## src/rtl/sevenseg_pkg.sv

```systemverilog
// Shared definitions for the seven-segment display arbiter: FSM states,
// requester count, the "dash" nibble and a small mod-3 helper.
package sevenseg_pkg;

    localparam int         NREQ        = 3;
    localparam logic [3:0] DASH_NIBBLE = 4'hF;
    localparam int         HOLD_W      = 23;

    typedef enum logic [1:0] {
        IDLE = 2'd0,
        LOCK = 2'd1,
        OWN  = 2'd2,
        GAP  = 2'd3
    } state_e;

    // Reduce a small sum (0..5) modulo 3; callers feed ptr + offset.
    function automatic logic [1:0] wrap3(input logic [2:0] v);
        logic [2:0] r;
        r = (v >= 3'd3) ? (v - 3'd3) : v;
        return r[1:0];
    endfunction

endpackage

```

## src/rtl/sevenseg_rr_pick.sv

```systemverilog
// Round-robin priority picker: first requester found when scanning
// ptr, ptr+1, ptr+2 (mod 3). Outputs all-zero one-hot when req is empty.
module sevenseg_rr_pick
    import sevenseg_pkg::*;
(
    input  logic [2:0] req,
    input  logic [1:0] ptr,
    output logic [2:0] onehot,
    output logic [1:0] idx
);

    // Scan the three candidates in rotating order and keep the first hit.
    always_comb begin
        logic       found;
        logic [1:0] cand;
        onehot = 3'b000;
        idx    = 2'd0;
        found  = 1'b0;
        cand   = 2'd0;
        for (int k = 0; k < NREQ; k++) begin
            cand = wrap3({1'b0, ptr} + 3'(k));
            if (!found && req[cand]) begin
                found        = 1'b1;
                onehot[cand] = 1'b1;
                idx          = cand;
            end
        end
    end

endmodule

```

## src/rtl/sevenseg_arbiter.sv

```systemverilog
// Arbitrates three requesters for one seven-segment display. A winner is
// locked in for HOLD_MIN cycles, may then release (rel pulse or dropped
// req), and every release is followed by one GAP cycle showing dashes.
// Optional forced preemption after HOLD_MAX cycles is compiled in when the
// macro SEVENSEG_ARB_TIMEOUT_EN is defined.
module sevenseg_arbiter
    import sevenseg_pkg::*;
#(
    parameter int HOLD_MIN = 50000,
    parameter int HOLD_MAX = 5000000
) (
    input  logic        CC_SEVENSEG1_CLOCK_50,
    input  logic        CC_SEVENSEG1_RESET_InHigh,
    input  logic [2:0]  req,
    input  logic [2:0]  rel,
    input  logic [15:0] data0,
    input  logic [15:0] data1,
    input  logic [15:0] data2,
    output logic [2:0]  gnt,
    output logic [3:0]  disp_in0,
    output logic [3:0]  disp_in1,
    output logic [3:0]  disp_in2,
    output logic [3:0]  disp_in3,
    output logic        busy,
    output logic [1:0]  dbg_state
);

    localparam logic [HOLD_W-1:0] HOLD_MIN_M1 = HOLD_W'(HOLD_MIN - 1);
    localparam logic [HOLD_W-1:0] HOLD_MAX_M1 = HOLD_W'(HOLD_MAX - 1);
    localparam logic [HOLD_W-1:0] HOLD_SAT    = {HOLD_W{1'b1}};

    state_e              state_q, state_d;
    logic [2:0]          gnt_q, gnt_d;
    logic [1:0]          owner_q, owner_d;
    logic [1:0]          rr_ptr_q, rr_ptr_d;
    logic [HOLD_W-1:0]   hold_cnt_q, hold_cnt_d;
    logic [15:0]         disp_q, disp_d;
    logic                armed_q;
    logic [2:0]          pick_onehot;
    logic [1:0]          pick_idx;
    logic [15:0]         owner_data;
    logic                timeout_hit;
    logic                release_now;

    sevenseg_rr_pick u_pick (
        .req    (req),
        .ptr    (rr_ptr_q),
        .onehot (pick_onehot),
        .idx    (pick_idx)
    );

`ifdef SEVENSEG_ARB_TIMEOUT_EN
    // Preempt a long-running owner only when somebody else is waiting.
    assign timeout_hit = (hold_cnt_q >= HOLD_MAX_M1) && ((req & ~gnt_q) != 3'b000);
`else
    logic unused_hold_max;
    assign timeout_hit     = 1'b0;
    assign unused_hold_max = (hold_cnt_q == HOLD_MAX_M1);
`endif

    // Only the owner's own rel/req bits matter; other requesters' rel is ignored.
    assign release_now = rel[owner_q] || !req[owner_q] || timeout_hit;

    // State and datapath registers; reset is asynchronous and wins from any state.
    // armed_q blocks a grant on the very first edge after reset release.
    always_ff @(posedge CC_SEVENSEG1_CLOCK_50 or posedge CC_SEVENSEG1_RESET_InHigh) begin
        if (CC_SEVENSEG1_RESET_InHigh) begin
            state_q    <= IDLE;
            gnt_q      <= 3'b000;
            owner_q    <= 2'd0;
            rr_ptr_q   <= 2'd0;
            hold_cnt_q <= '0;
            disp_q     <= {4{DASH_NIBBLE}};
            armed_q    <= 1'b0;
        end else begin
            state_q    <= state_d;
            gnt_q      <= gnt_d;
            owner_q    <= owner_d;
            rr_ptr_q   <= rr_ptr_d;
            hold_cnt_q <= hold_cnt_d;
            disp_q     <= disp_d;
            armed_q    <= 1'b1;
        end
    end

    // Next-state logic for IDLE -> LOCK -> OWN -> GAP -> IDLE.
    always_comb begin
        state_d = state_q;
        case (state_q)
            IDLE:    if (armed_q && (req != 3'b000)) state_d = LOCK;
            LOCK:    if (hold_cnt_q >= HOLD_MIN_M1)  state_d = OWN;
            OWN:     if (release_now)                state_d = GAP;
            GAP:     state_d = IDLE;
            default: state_d = IDLE;
        endcase
    end

    // Grant, pointer, hold counter and display register updates per state.
    always_comb begin
        gnt_d      = gnt_q;
        owner_d    = owner_q;
        rr_ptr_d   = rr_ptr_q;
        hold_cnt_d = hold_cnt_q;
        case (state_q)
            IDLE: begin
                if (state_d == LOCK) begin
                    gnt_d      = pick_onehot;
                    owner_d    = pick_idx;
                    hold_cnt_d = '0;
                end
            end
            LOCK, OWN: begin
                hold_cnt_d = (hold_cnt_q == HOLD_SAT) ? hold_cnt_q : hold_cnt_q + 1'b1;
                if (state_d == GAP) begin
                    gnt_d    = 3'b000;
                    rr_ptr_d = wrap3({1'b0, owner_q} + 3'd1);
                end
            end
            default: gnt_d = 3'b000;
        endcase

        case (owner_q)
            2'd0:    owner_data = data0;
            2'd1:    owner_data = data1;
            default: owner_data = data2;
        endcase

        // Show the owner's digits only while the grant continues across the edge,
        // so the GAP cycle and the first grant cycle both show dashes.
        if ((gnt_q != 3'b000) && (gnt_d != 3'b000)) disp_d = owner_data;
        else                                        disp_d = {4{DASH_NIBBLE}};
    end

    assign gnt       = gnt_q;
    assign busy      = |gnt_q;
    assign disp_in0  = disp_q[3:0];
    assign disp_in1  = disp_q[7:4];
    assign disp_in2  = disp_q[11:8];
    assign disp_in3  = disp_q[15:12];
    assign dbg_state = state_q;

endmodule

```

## config.mk

```make
export PLATFORM = sky130hd
export DESIGN_NAME = sevenseg_arbiter
export DESIGN_NICKNAME = d
export VERILOG_FILES = /design/src/rtl/sevenseg_pkg.sv /design/src/rtl/sevenseg_rr_pick.sv /design/src/rtl/sevenseg_arbiter.sv
export SDC_FILE = /design/constraint.sdc
export NUM_CORES = 1
export LEC_CHECK = 0
export BUFFER_PORTS_ARGS = -buffer_cell sky130_fd_sc_hd__buf_4
export CAP_MARGIN = 20
export CORE_ASPECT_RATIO = 1.2
export CORE_MARGIN = 5
export CORE_UTILIZATION = 45
export DETAILED_ROUTE_END_ITERATION = 7
export PLACE_DENSITY = 0.7
export SLEW_MARGIN = 10
export SYNTH_ARGS = -nofsm -noshare
export SYNTH_HDL_FRONTEND = slang
export SYNTH_SLANG_ARGS = --single-unit
```

## constraint.sdc

```tcl
create_clock -name CC_SEVENSEG1_CLOCK_50 -period 3.1 [get_ports CC_SEVENSEG1_CLOCK_50]
set_clock_uncertainty 0.15 [all_clocks]
set_input_delay 0.155 -clock CC_SEVENSEG1_CLOCK_50 [delete_from_list [all_inputs] [get_ports CC_SEVENSEG1_CLOCK_50]]
set_output_delay 0.155 -clock CC_SEVENSEG1_CLOCK_50 [all_outputs]
set_load 0.05 [all_outputs]
```

; Yosys cells after proc, flatten, opt, wreduce, memory -nomap -nowiden
; Cells that the tools add are included.
[totals]
reg_bits = 49
output_inout_bits = 22
[classes]
add_sub_neg = 8
magnitude_cmp = 12
n_eq_ne = 9
mux = 40
n_bitwise = 2
reduce_logical = 22
[op_table]
columns = cell, count
row1 = two-way mux 23 bit, 2
row2 = case mux 23 bit (2 select lines), 1
row3 = case mux 16 bit (2 select lines), 1
row4 = "adder 23 x 1 -> 23 bit, second input constant", 1
row5 = "== test 23 bit, second input constant", 1
row6 = ">= comparator 23 x 16 -> 1 bit, second input constant", 1
row7 = two-way mux 2 bit, 10
row8 = two-way mux 16 bit, 1
row9 = two-way mux 3 bit, 5
row10 = "< comparator 2 x 3 -> 1 bit, second input constant", 4
row11 = binary-select mux 1 bit (select 2 bit), 5
row12 = two-way mux 1 bit, 10
row13 = ">= comparator 3 x 2 -> 1 bit, second input constant", 3
row14 = nonzero test 3 bit, 3
row15 = case mux 2 bit (4 select lines), 1
row16 = "subtractor 2 bit, second input constant", 4
row17 = logical AND 1 bit, 7
row18 = "adder 2 x 1 -> 3 bit, second input constant", 2
row19 = demux 1 bit (select 2 bit), 3
row20 = "== test 2 x 1 -> 1 bit, second input constant", 3
row21 = "== test 2 bit, second input constant", 3
row22 = ">= comparator 2 x 1 -> 1 bit, second input constant", 3
row23 = OR 3 bit, 2
row24 = case mux 3 bit (2 select lines), 1
row25 = other kinds (11), 16

; Depth between registers and ports, before layout
[depth]
ltp_word = 16
ltp_mapped = 11

; Modules after synthesis
; A second synthesis with hierarchy kept.
[hier_totals]
cells_unflattened = 374
area_unflattened_um2 = 3364.5
[by_module_without_submodules]
columns = module, instances, cells_each, area_per_inst_um2
row1 = sevenseg_arbiter, 1, 339, 3089.2
row2 = sevenseg_rr_pick, 1, 35, 275.3

; Worst setup path after synthesis
; OpenSTA, ideal clock, no wires.
[synth_path]
path_kind = flip-flop to flip-flop
start = register state_q[0], in the netlist dbg_state[0]
end = register hold_cnt_q[21]
setup_time_ps = 128
arrival_ps = 2274
slack_ps = 548
stages_incl_launch_ff = 12
synth_period_minus_slack_ps = 2552
cell_sequence = dfrtp_1 inv_1 ha_1 buf_2 a21bo_2 buf_2 o21ai_2 o21ai_1 buf_4 nor4_1 xnor2_1 nor2_1
[synth_via]
elab_chain_cells = 5
word_cells_on_any_way = 15
cone_classes = eq/ne: 6 / mux: 5 / reduce/logical: 4
[synth_rtl]
columns = element, line
row1 = start: declaration, sevenseg_arbiter.sv:32  ; state_e state_q, state_d;
row2 = start signal: assignment, sevenseg_arbiter.sv:76  ; state_q <= state_d;
row3 = "== test 2 bit, or another cell as far along", sevenseg_arbiter.sv:89  ; case (state_q)
row4 = case mux 2 bit (4 select lines), sevenseg_arbiter.sv:89
row5 = == test 2 x 1 -> 1 bit, sevenseg_arbiter.sv:106  ; if (state_d == LOCK) begin
row6 = != test 2 bit (no source line), --
row7 = AND reduction 3 bit (no source line), --
row8 = end signal: assignment, sevenseg_arbiter.sv:80  ; hold_cnt_q <= hold_cnt_d;
row9 = end: declaration, sevenseg_arbiter.sv:36  ; logic [HOLD_W-1:0] hold_cnt_q, hold_cnt_d;
; Several ways; a longest one is shown, not always the timed one.
; A chain may end at the register's enable or synchronous reset.

; Worst setup path in the final report
[layout_path]
start = register rr_ptr_q[0]
end = register disp_q[3]
[layout_via]
elab_chain_cells = 16
word_cells_on_any_way = 48
cone_classes = add/sub: 5 / order compare: 9 / mux: 23 / bitwise: 2 / reduce/logical: 9
[layout_rtl]
columns = element, line
row1 = start: declaration, sevenseg_arbiter.sv:35  ; logic [1:0] rr_ptr_q, rr_ptr_d;
row2 = start signal: assignment, sevenseg_arbiter.sv:79  ; rr_ptr_q <= rr_ptr_d;
row3 = "adder 2 x 1 -> 3 bit, or another cell as far along", sevenseg_rr_pick.sv:21  ; cand = wrap3({1'b0, ptr} + 3'(k));
row4 = ">= comparator 3 x 2 -> 1 bit, or another cell as far along", sevenseg_pkg.sv:19  ; r = (v >= 3'd3) ? (v - 3'd3) : v;
row5 = "two-way mux 2 bit, or another cell as far along", sevenseg_pkg.sv:19
row6 = "< comparator 2 x 3 -> 1 bit (implied by the code), or another cell as far along", sevenseg_rr_pick.sv:24  ; onehot[cand] = 1'b1;
row7 = "logical AND 1 bit (implied by the code), or another cell as far along", sevenseg_rr_pick.sv:24
row8 = "two-way mux 1 bit (implied by the code), or another cell as far along", sevenseg_rr_pick.sv:24
row9 = "demux 1 bit (select 2 bit), or another cell as far along", --
row10 = OR 3 bit (no source line) / two-way mux 1 bit (equally long branches), --
row11 = two-way mux 3 bit / zero test 1 bit (equally long branches), sevenseg_rr_pick.sv:22  ; if (!found && req[cand]) begin
row12 = OR 3 bit (no source line) / logical AND 1 bit (equally long branches), --
row13 = two-way mux 3 bit *, sevenseg_rr_pick.sv:22
row14 = two-way mux 3 bit *, sevenseg_arbiter.sv:106
row15 = case mux 3 bit (2 select lines) *, sevenseg_arbiter.sv:104  ; case (state_q)
row16 = nonzero test 3 bit *, sevenseg_arbiter.sv:130  ; if ((gnt_q != 3'b000) && (gnt_d != 3'b000)) disp_d = owner_data;
row17 = logical AND 1 bit *, sevenseg_arbiter.sv:130
row18 = two-way mux 16 bit *, sevenseg_arbiter.sv:130
row19 = named net disp_d[3], sevenseg_arbiter.sv:37  ; logic [15:0] disp_q, disp_d;
row20 = end signal: assignment, sevenseg_arbiter.sv:73  ; disp_q <= {4{DASH_NIBBLE}};
row21 = end signal: assignment, sevenseg_arbiter.sv:81  ; disp_q <= disp_d;
row22 = end: declaration, sevenseg_arbiter.sv:37
; Mark *: on every way through the listed nets, which the timed path passes. The rest lies on a longest branch. The select of a mux whose other input is x is not followed.

==> metrics.log <==
INFO  metric status = finished clean
INFO  metric holdWs = 6.70 ps
INFO  metric headroom_to_the_max_slew_limit = between 50% and 60%
INFO  metric num_io_pins = 78
INFO  metric min-delay-path-class = input pin to flip-flop
INFO  metric initial_utilization = 46.3%
INFO  metric intPower = 0.00176 W
INFO  metric power.density_cell_area = a little under 800 nW/µm²
INFO  metric route.detailed.wl_per_inst = approximately 16 µm
INFO  metric cts_buffers = 5
INFO  metric async_reset_ff_share = between 90% and 100%
INFO  metric met2_track_usage_gr = between 30% and 40%
INFO  metric cellLeakagePower = 1.81 nW
INFO  metric fp.coreArea = ~6400 µm²
INFO  metric summed_instance_area_of_the_synthesized_netlist = 2970 µm²
INFO  metric post-route-drc-count = 0
INFO  metric portion_of_the_post_synthesis_area_used_by_sequential_elements = 42.0%
INFO  metric fin_tns_setup = 0 ps
INFO  metric dp_slack = about 370 ps
INFO  metric final-setup-viol-count = 0
INFO  metric clock_tree.htree_level_count = 2
INFO  metric fin_area = approximately 4200 µm²
INFO  metric timing.final.crit_period = around 2800 ps
INFO  metric grt.busiest_layer = met2
INFO  metric crit_required = between 3000 and 4000 ps
INFO  metric buffer_ports.inserted = 77
INFO  metric netlist-cell-type-count = 51
INFO  metric ctsRootBufferMaster = sky130_fd_sc_hd__clkbuf_8
INFO  metric ant_nets = 0
INFO  metric start_kind = flip-flop
INFO  metric ys.warnings.count = 0
INFO  metric maxSlewViolCount = 0
INFO  metric placementRows = 32
INFO  metric clock_power_share = roughly 14%
INFO  metric aggregate_routed_wire_length = 8.51 mm
INFO  metric rsz0062_at_grt = false
INFO  metric grt_first_pass_wirelength = approximately 14 mm
INFO  metric synth_ff_type = sky130_fd_sc_hd__dfrtp_1
INFO  metric cell_area_after_placement = ~3600 µm²
INFO  metric maxCapViolations = 0
INFO  metric timing.rr.end = disp_q[3]
INFO  metric path_clk_slew = 90 ps
INFO  metric ir_worst_vdd = between 0.3 and 0.4 mV
INFO  metric p_seq_share = 27.3%
INFO  metric syn_nets = around 400
INFO  metric global_route.usage.met1 = a little under a quarter
INFO  metric postSynthRegisterBits = 49
INFO  metric place.gp.congestion = about 0.80
INFO  metric period_share = between 90% and 100%
INFO  metric die_width = around 84 µm
INFO  metric groute.usage.overall = about a fifth
INFO  metric post-cts-setup-buffer-count = 0
INFO  metric cp_max_fo = 16
INFO  metric layout_setup_ws = 286 ps
INFO  metric grt_max_degree = 50
INFO  metric dp_hpwl = 5.46 mm
INFO  metric cp_data_arrival_time = 2870 ps
INFO  metric synthesis.instances = ~330
INFO  metric floorplan.die_area = ~8300 µm²
INFO  metric insertion_delay = between 300 and 400 ps
INFO  metric first_iter_violations = 111
INFO  metric global_route.usage.met3 = roughly 3.5%
INFO  metric net_sw_share = 45.7%
INFO  metric worst-r2r-cell-count = 9
INFO  metric number_of_flops_mapped_to_enable_cells_by_yosys = 0
INFO  metric timing.critical_path.from = rr_ptr_q[0]
INFO  metric tritoncts_num_sinks = 49
INFO  metric max_freq = 0.355 GHz
INFO  metric fraction_of_layout_instances_using_a_drive_strength_above_1 = about 27%
INFO  metric floorplan.die.height = 98.9 µm
INFO  metric worst_slew_pin_slew = roughly 700 ps
INFO  metric timing.reg2reg.setup_slack = roughly 290 ps
INFO  metric clock_tree.buffer_depth = 2
INFO  metric num_vias = between 2,000 and 3,000
INFO  metric syn_to_final_growth = 41.1%
INFO  metric p_switching = 0.00149 W
INFO  metric drt_pass1_iterations = 4
INFO  metric hold_violations = 0
INFO  metric syn-mean-instance-area = approximately 9 µm²
INFO  metric number_of_antenna_violations_at_the_first_check_in_global_routing = 2
INFO  metric grt_overflow = 0
INFO  metric detail_route.vias_per_cell = 5.42
INFO  metric num-nets-final = approximately 510
INFO  metric path_class = flip-flop to flip-flop
INFO  metric r2r_start = rr_ptr_q[0]
INFO  metric pwr-share-comb = 58.7%
INFO  metric cp-end-kind = flip-flop
INFO  metric tritoncts = done
INFO  metric grt_pass1_vias = ~2,900
INFO  metric crit_end = disp_q[3]
==> critical path: stages, from the launching register on <==
cell and delay [ps]:
sky130_fd_sc_hd__dfrtp_1 390, sky130_fd_sc_hd__inv_1 90, sky130_fd_sc_hd__ha_1 460, sky130_fd_sc_hd__inv_1 150, sky130_fd_sc_hd__or4_1 510, sky130_fd_sc_hd__o21ai_0 90
sky130_fd_sc_hd__a22oi_1 120, sky130_fd_sc_hd__a31oi_1 230, sky130_fd_sc_hd__o211a_4 350, sky130_fd_sc_hd__nand3_1 180
==> cell usage in the layout (no fill, tap or decap), types with 2 or more instances in the layout <==
cell type,netlist,final
sky130_fd_sc_hd__nor3_1,8,8
sky130_fd_sc_hd__nor2b_1,2,2
sky130_fd_sc_hd__a22oi_1,18,18
sky130_fd_sc_hd__inv_1,15,14
sky130_fd_sc_hd__nand2_1,41,41
sky130_fd_sc_hd__dfrtp_1,33,33
sky130_fd_sc_hd__nand4_1,8,8
sky130_fd_sc_hd__o21ai_0,12,12
sky130_fd_sc_hd__buf_4,1,80
sky130_fd_sc_hd__nand3b_1,2,2
sky130_fd_sc_hd__diode_2,0,2
sky130_fd_sc_hd__nor4bb_1,2,2
sky130_fd_sc_hd__dlygate4sd3_1,0,48
sky130_fd_sc_hd__and4_1,4,4
sky130_fd_sc_hd__xnor2_1,12,12
sky130_fd_sc_hd__o21ai_1,5,5
sky130_fd_sc_hd__or3_1,2,2
sky130_fd_sc_hd__nor2_1,27,27
sky130_fd_sc_hd__dfstp_2,16,16
sky130_fd_sc_hd__a31oi_1,3,3
sky130_fd_sc_hd__a21o_1,3,3
sky130_fd_sc_hd__a21oi_1,9,9
sky130_fd_sc_hd__clkbuf_8,0,5
sky130_fd_sc_hd__nor4_1,5,5
sky130_fd_sc_hd__and3_1,5,5
sky130_fd_sc_hd__and2_1,2,2
sky130_fd_sc_hd__nand2b_1,3,3
sky130_fd_sc_hd__o2111ai_1,2,2
sky130_fd_sc_hd__o31ai_1,11,11
sky130_fd_sc_hd__ha_1,12,12
sky130_fd_sc_hd__nand3_1,18,18
sky130_fd_sc_hd__nand3_2,10,10
==> synthesized netlist by cell type (all sizes together) (3+ instances only) <==
library cell,instances,area (µm²)
buf,9,66.3
inv,15,56.3
nor4,5,31.3
o21ai,18,93.8
nand4,8,50.1
nand3,28,190
a21oi,10,53.8
a31oi,3,18.8
o31ai,11,82.6
a22oi,18,135
dfrtp,33,826
clkbuf,9,33.8
nor3,8,40.0
nor2,27,101
and4,4,35.0
nand2,41,154
ha,12,150
and3,5,31.3
a21o,3,22.5
xnor2,12,105
dfstp,16,420
nand2b,3,18.8
==> flip-flops by register name, summed over array words and instances, names as in the netlist <==
name        cells
armed_q         1
dbg_state       2
disp_q         16
gnt             3
hold_cnt_q     23
owner_q         2
rr_ptr_q        2
==> cell families after synthesis <==
group	share of synthesized area, %
simple gates	25.1
compound gates	18.1
flops	42.0
buf+inv	5.27
fa+ha+maj	5.06
xor+xnor	3.54
mux	0.844
other cells	0.126
==> area by class of cell <==
class | count | area (µm²)
Antenna cell | 2 | 5.00
Multi-Input combinational cell | 245 | 1560
Fill cell | 521 | 2220
Clock inverter | 2 | 33.8
Sequential cell | 49 | 1250
Tap cell | 85 | 106
Clock buffer | 6 | 72.6
Inverter | 15 | 56.3
Timing Repair Buffer | 129 | 1100
==> worst min-delay path by stage <==
stage / start / end / slack [ps] / depth (start not counted)
2_1_floorplan: data2[14] / disp_q[14] / 120 / 2
3_3_place_gp: data2[14] / disp_q[14] / 220 / 3
6_report: data1[5] / disp_q[5] / 7 / 3
5_1_grt: data1[5] / disp_q[5] / 20 / 3
3_5_place_dp: data2[8] / disp_q[8] / 230 / 3
4_1_cts: data1[5] / disp_q[5] / 5 / 3
==> power by group through the flow <==
stage	sequential (W)	combinational, W	clock, W
after floorplan	0.00116	0.00106	0
after global placement	0.000895	0.00168	0
after detailed placement	0.000898	0.00170	0
after CTS	0.000887	0.00187	0.000460
after global routing	0.000904	0.00207	0.000487
final	0.000888	0.00191	0.000453
==> repair_timing <==
action | 4_1_cts | 5_1_grt
endpoints found under the hold margin | 49 | 0
gates resized for setup | 0 | 0
hold buffers | 48 | 0
==> per-layer routing <==
metal	routed length, µm	vias up
met1	3240	1380
met5	0	-
met3	298	20
met4	297	0
met2	4680	70
li1	-	1420
==> through the flow <==
step	util, %	total power, W	instances
2_1_floorplan	-	0.00221	327
3_3_place_gp	55.8	0.00257	474
3_5_place_dp	55.8	0.00260	474
4_1_cts	64.9	0.00322	530
5_1_grt	65.3	0.00346	533
6_report	65.3	0.00325	533
Power figures use the tool's default switching activity.
